--- src/rtl/fpa_seq_ctrl.sv ---
// Byte-stream sequencer for the 32-bit FP adder: gathers two operands, launches the
// adder, waits for completion under a timeout, and streams the result back out.
module fpa_seq_ctrl #(
    parameter int          TIMEOUT_CYCLES = 64,
    parameter logic [31:0] NAN_VALUE      = 32'h7FC0_0000
) (
    input  logic        wb_clk_i,
    input  logic        wb_rst_ni,
    input  logic [7:0]  in_data,
    input  logic        in_valid,
    output logic        in_ready,
    output logic [7:0]  out_data,
    output logic        out_valid,
    input  logic        out_ready,
    output logic [31:0] fpa_op_a,
    output logic [31:0] fpa_op_b,
    output logic        fpa_start,
    input  logic        fpa_done,
    input  logic [31:0] fpa_result,
    output logic        busy,
    output logic        timeout_err
);

    typedef enum logic [1:0] {
        ST_LOAD  = 2'd0,
        ST_START = 2'd1,
        ST_WAIT  = 2'd2,
        ST_SEND  = 2'd3
    } state_t;

    localparam logic [15:0] WAIT_LAST = 16'(TIMEOUT_CYCLES - 1);

    state_t      state_q;
    logic [2:0]  cnt_q;
    logic [31:0] op_a_q;
    logic [31:0] op_b_q;
    logic        start_q;
    logic [15:0] wait_q;
    logic [31:0] result_q;
    logic [1:0]  byte_q;
    logic        out_valid_q;
    logic [7:0]  out_data_q;
    logic        timeout_err_q;

    logic        in_fire;
    logic        out_fire;
    logic [1:0]  byte_d;

    assign in_ready = (state_q == ST_LOAD);
    assign busy     = (state_q != ST_LOAD);
    assign in_fire  = in_valid & in_ready;
    assign out_fire = out_valid_q & out_ready;
    assign byte_d   = byte_q + 2'd1;

    always_ff @(posedge wb_clk_i or negedge wb_rst_ni) begin
        if (!wb_rst_ni) begin
            state_q       <= ST_LOAD;
            cnt_q         <= 3'd0;
            op_a_q        <= 32'h0;
            op_b_q        <= 32'h0;
            start_q       <= 1'b0;
            wait_q        <= 16'h0;
            result_q      <= 32'h0;
            byte_q        <= 2'd0;
            out_valid_q   <= 1'b0;
            out_data_q    <= 8'h0;
            timeout_err_q <= 1'b0;
        end else begin
            start_q <= 1'b0;
            case (state_q)
                ST_LOAD: begin
                    if (in_fire) begin
                        // Little-endian: bytes 0..3 fill A, bytes 4..7 fill B.
                        if (!cnt_q[2]) begin
                            op_a_q[{cnt_q[1:0], 3'b000} +: 8] <= in_data;
                        end else begin
                            op_b_q[{cnt_q[1:0], 3'b000} +: 8] <= in_data;
                        end
                        cnt_q <= cnt_q + 3'd1;
                        if (cnt_q == 3'd7) begin
                            state_q <= ST_START;
                            start_q <= 1'b1;
                        end
                    end
                end
                ST_START: begin
                    wait_q        <= 16'h0;
                    timeout_err_q <= 1'b0;
                    state_q       <= ST_WAIT;
                end
                ST_WAIT: begin
                    // A completion arriving on the expiry cycle still takes priority.
                    if (fpa_done) begin
                        result_q    <= fpa_result;
                        out_data_q  <= fpa_result[7:0];
                        out_valid_q <= 1'b1;
                        byte_q      <= 2'd0;
                        state_q     <= ST_SEND;
                    end else if (wait_q == WAIT_LAST) begin
                        result_q      <= NAN_VALUE;
                        out_data_q    <= NAN_VALUE[7:0];
                        out_valid_q   <= 1'b1;
                        byte_q        <= 2'd0;
                        timeout_err_q <= 1'b1;
                        state_q       <= ST_SEND;
                    end else begin
                        wait_q <= wait_q + 16'd1;
                    end
                end
                ST_SEND: begin
                    if (out_fire) begin
                        if (byte_q == 2'd3) begin
                            out_valid_q <= 1'b0;
                            byte_q      <= 2'd0;
                            state_q     <= ST_LOAD;
                        end else begin
                            byte_q     <= byte_d;
                            out_data_q <= result_q[{byte_d, 3'b000} +: 8];
                        end
                    end
                end
                default: state_q <= ST_LOAD;
            endcase
        end
    end

    assign fpa_op_a    = op_a_q;
    assign fpa_op_b    = op_b_q;
    assign fpa_start   = start_q;
    assign out_valid   = out_valid_q;
    assign out_data    = out_data_q;
    assign timeout_err = timeout_err_q;

endmodule

--- config.mk ---
export PLATFORM = sky130hd
export DESIGN_NAME = fpa_seq_ctrl
export DESIGN_NICKNAME = d
export VERILOG_FILES = /design/src/rtl/fpa_seq_ctrl.sv
export SDC_FILE = /design/constraint.sdc
export NUM_CORES = 1
export LEC_CHECK = 0
export BUFFER_PORTS_ARGS = -buffer_cell sky130_fd_sc_hd__buf_4
export CORE_MARGIN = 4
export CORE_UTILIZATION = 55
export CTS_BUF_LIST = sky130_fd_sc_hd__clkbuf_16
export DETAILED_ROUTE_END_ITERATION = 8
export HOLD_SLACK_MARGIN = 0.05
export PLACE_DENSITY = 0.84
export SLEW_MARGIN = 20
export SYNTH_ARGS = -nofsm -noshare
export SYNTH_HDL_FRONTEND = slang
export SYNTH_SLANG_ARGS = --single-unit
--- constraint.sdc ---
create_clock -name wb_clk_i -period 2.1 [get_ports wb_clk_i]
set_input_delay 0.63 -clock wb_clk_i [delete_from_list [all_inputs] [get_ports wb_clk_i]]
set_output_delay 0.63 -clock wb_clk_i [all_outputs]
set_load 0.005 [all_outputs]
# --- After elaboration in Yosys (flattened, before gate mapping) ---
# Index checks and enable logic that the tools add are counted.
totals:
  ff_bits: 130
  in_bits: 45
  out_inout_bits: 77
op_classes:
  addsub: 4
  eq_ne: 15
  shifts: 3
  muxes: 34
  n_bitwise: 3
  reduce_logical: 15
op_table:
  columns: ["op", "count"]
  rows:
  - ["bitwise mux 32 bit", 2]
  - ["2-to-1 mux 32 bit", 2]
  - ["2-to-1 mux 16 bit", 2]
  - ["2-to-1 mux 8 bit", 4]
  - ["case mux 16 bit (2 select lines)", 1]
  - ["variable shift 8 x 7 -> 32 bit, first input constant", 1]
  - ["variable part select 32 x 6 -> 8 bit", 1]
  - ["variable part select 8 x 7 -> 32 bit", 1]
  - ["2-to-1 mux 2 bit", 10]
  - ["adder 16 x 1 -> 16 bit, second input constant", 1]
  - ["equality test 16 x 6 -> 1 bit, second input constant", 1]
  - ["case mux 8 bit (2 select lines)", 1]
  - ["AND reduction 3 bit", 5]
  - ["!= test 2 bit, second input constant", 6]
  - ["2-to-1 mux 1 bit", 8]
  - ["case mux 2 bit (4 select lines)", 1]
  - ["AND reduction 4 bit", 2]
  - ["nonzero test 2 bit", 4]
  - ["negation 5 -> 7 bit", 1]
  - ["equality test 2 bit, second input constant", 3]
  - ["AND reduction 5 bit", 1]
  - ["!= test 2 x 1 -> 1 bit, second input constant", 2]
  - ["case mux 1 bit (2 select lines)", 2]
  - ["case mux 2 bit (2 select lines)", 1]
  - ["other kinds (9)", 11]

# --- Logic depth before layout (Yosys ltp) ---
logic_depth:
  depth_word: 5
  mapped_depth: 8
  ltp_nobuf: 6

# --- Least setup slack after synthesis ---
# No wires, ideal clock.
synth_path:
  path_type: "input to register"
  from: "input port fpa_done"
  to: "register wait_q[7]"
  setup_ps: 126
  arrival_ps: 1755
  required_ps: 1974
  slack_ps: 219
  cell_stages: 6
  n_path_buf: 2
  path_cell_list: "buf_2 > inv_1 > nand2_1 > clkbuf_1 > nor3_1 > a221o_1"
synth_via:
  elab_chain_len: 2
synth_rtl:
  columns: ["item", "line", "text"]
  rows:
  - ["from (decl)", "18", "input logic fpa_done,"]
  - ["!= test 2 bit (no source line)", null, null]
  - ["AND reduction 3 bit (no source line)", null, null]
  - ["to (signal assigned)", "107", "wait_q <= wait_q + 16'd1;"]
  - ["to (decl)", "38", "logic [15:0] wait_q;"]
# Every way passes these cells.
# A chain may end at the register's enable or synchronous reset.

# --- Final worst setup path ---
layout_path:
  from: "register state_q[0]"
  to: "output port busy"
layout_via:
  elab_chain_len: 1
layout_rtl:
  columns: ["item", "line", "text"]
  rows:
  - ["from (decl)", "33", "state_t state_q;"]
  - ["from (signal assigned)", "57", "state_q <= ST_LOAD;"]
  - ["from (signal assigned)", "81", "state_q <= ST_START;"]
  - ["from (signal assigned)", "89", "state_q <= ST_WAIT;"]
  - ["nonzero test 2 bit", "50", "assign busy = (state_q != ST_LOAD);"]
  - ["to (decl)", "20", "output logic busy,"]
# Every way passes these cells.

==> results.txt <==
initial antenna violation count -> 0
switch share -> 33.33%
Final #Nets -> 747
met3 WL -> 1.187 mm
first-pass GRT wire length -> 27.32 mm
Netlist cell types -> 56
Routed WL -> 16.22 mm
pin count of the biggest net entering global routing -> 40
clock skew -> 0.004752 ns
Top Metal Used -> met4
worst-path fanout max -> 8
Ys Warns -> 0
switching pwr -> 3508 uW
outcome -> finished, final reports clean
syn nets -> 595
port bufs -> 121
setup violators final -> 0
CTS Buffer Depth -> 2
sequential group share of total power -> 37.1%
fin crit period -> 2.050 ns
ys flop type -> dfrtp_1
data required time of the worst path -> 1.47 ns
ANT nets after route -> 0
cts bufs inserted -> 17
maxcap violations -> 0
DR DRC count -> 0
Least-Margin Pin Slew -> 0.5291 ns
M1 WL -> 6.551 mm
worst setup path class -> register to output port
max_slew headroom -> 64.59%
clock sinks -> 130
arrival time worst endpoint -> 1.42 ns
1st-pass router iterations -> 5
chip width -> 111.3 um
post-synthesis sequential area ratio -> 55.43%
Setup TNS Final -> 0 ns
clock root cell -> clkbuf_16
Gate power share -> 36.2%
layout cells sized above 1 -> 32.76%
internal cell power -> 7015 uW
H-tree depth -> 4
number of core rows -> 37
Initial Util -> 56.60%
DIE HEIGHT -> 111.3 um
vias per inst -> 5.915
DP HPWL -> 11.23 mm
Power Density -> 1363 mW/mm2
ys async rst share -> 100.0%
startpoint types -> register
cell mode on critical path -> inv_1
Synth area leader -> dfrtp_1
overall power -> 10,520 uW
final core utilization -> 74.43%
Placer Congestion -> 0.8732
Antenna Cells -> 0
met2 routed WL -> 8.215 mm
Syn Area/Cell -> 10.91 um2
clock share of power -> 26.7%
area delta synth->final -> 31.51%
IO Count -> 122
Total GRT Usage -> 27.41%
Area contributors post-synth -> dfrtp_1 (55%), nand2_1 (7.5%), o21ai_0 (5.9%)
Final Hold Vio Count -> 0
crit end category -> output port
CTS clk-pin slew, worst paths -> 0.06 ns
WL/cell -> 19.36 um
LEAKAGE -> 0.003617 uW
peak supply drop -> 775.7 uV
RSZ-0062 raised after global routing -> true
CTS tree -> done
Worst path slowest cell -> dfrtp_1
crit path cell chain -> inv_1 -> ha_2 -> inv_1 -> buf_4
most frequent cells in the layout -> buf_4 (159), dfrtp_1 (130), nand2_1 (117)
worst skew pair latency -> 0.41 ns
Iter 0 DRT Violations -> 449
synthesized instance count -> 538
gr ovfl total -> 0
FF+latch count, synth -> 130
hold buffer count at cts -> 0
slowest stage delay, CP -> 0.40 ns
Slew Limit Fails -> 0
vias in the first global route -> 5,221
EDFF count, synth -> 0
commonest non-fill, non-tap cell in the layout -> buf_4
area of the die -> 0.01239 mm2
top cell type's share of synthesized area -> 55.43%
achievable frequency -> 487.7 MHz
Filler Cell Count -> 698
Cell Area, Synth -> 0.005869 mm2
core box area -> 0.01037 mm2
routed vias -> 4,957
Tcrit/Tclk final -> 97.64%
Hold Crit Class -> primary input to async pin
[timing repair]
item                       in CTS  in global routing
setup buffers                   3                  0
pin swaps                       1                  0
hold endpoints to repair        0                  0
setup endpoints to repair       9                 14
gates cloned                    0                  0
resized for setup               2                  2
[path summary, 6_finish.rpt]
kind                                from      endpoint  slack [ns]  cells after the start
max                           state_q[0]          busy        0.05                      4
min                            wb_rst_ni  fpa_op_a[20]        0.20                      1
max reg2reg                   state_q[0]   out_data[4]        0.08                      6
min reg2reg                 fpa_op_a[25]  fpa_op_a[25]        0.48                      2
max in group asynchronous      wb_rst_ni   fpa_op_a[9]        1.24                      2
min in group wb_clk_i      fpa_result[8]   result_q[8]        0.44                      2
[through the flow]
stage                     cells  instance area (um2)  setup slack [ns]  hold WS (ns)
after floorplan             538                 5869            0.2194        0.3344
after global placement      804                 7119            0.1299        0.4646
after detailed placement    804                 7119         -0.006954        0.4724
after CTS                   838                 7710           0.02831        0.2066
after global routing        838                 7719          -0.04261        0.2267
final                       838                 7719           0.04957        0.2027
[critical path, delay by kind of cell, from the launching register on]
| kind | cells | cell delay [ns] |
|---|---|---|
| buf+inv | 3 | 0.32 |
| fa+ha+maj | 1 | 0.31 |
| flops | 1 | 0.40 |
[cells by family (layout without fill, tap and decap cells)]
family	Yosys count	after routing	synth area share [%]
compound gates	138	138	15.97
flops	130	130	55.43
mux	25	25	6.289
simple gates	193	193	16.67
fa+ha+maj	12	12	2.558
xor+xnor	1	1	0.1492
buf+inv	39	203	2.942
[final cells by class]
type                            instances  area (um2)  area share, %
Sequential cell                       130        3253          42.15
Tap cell                              136       170.2          2.205
Inverter                               11       41.29         0.5349
Clock buffer                           17       425.4          5.511
Clock inverter                         14       138.9          1.799
Timing Repair Buffer                  161        1234          15.98
Multi-Input combinational cell        369        2456          31.82
[synth_stat cells (2+ instances only)]
cell type and count:
ha_1 12, nor4_1 12, mux4_2 8, nand4_2 2, or3_1 2, nor2b_1 4
nor3b_1 3, inv_1 11, nand4_1 6, and4_1 2, a221o_1 6, nand2b_1 6
a211oi_1 2, buf_2 6, nor2_1 4, nor3_1 4, and3_1 2, a21oi_1 5
buf_6 2, o22a_1 9, o31ai_1 2, and4_4 2, o21ai_0 69, a21boi_2 2
o21ai_2 2, a22oi_1 2, a22o_1 30, nor4_2 3, dfrtp_1 130, mux2_2 11
and2_1 4, nand3_1 12, clkbuf_1 18, mux2i_1 5, nand2_1 117
[routing by layer]
metal / up-vias / GRT usage, %
met4: 0 / 9.246
met3: 22 / 7.533
met1: 2484 / 35.26
li1: 2256 / -
met5: - / 0
met2: 195 / 45.24
[sequential cells by signal (all words and copies together), names as in the netlist]
register and flops:
byte_q 2, cnt_q 3, fpa_op_a 32, fpa_op_b 32, fpa_start 1, out_data 8
out_valid 1, result_q 32, state_q 2, timeout_err 1, wait_q 16
[power by group through the flow]
stage | sequential [uW] | combinational [uW] | clock, uW
global placement | 3850 | 3580 | 0
global route | 3990 | 4200 | 2980
floorplan | 3790 | 2090 | 0
CTS | 3890 | 3830 | 2840
finish | 3900 | 3810 | 2810
detailed placement | 3890 | 3770 | 0
Power figures use the tool's default switching activity.
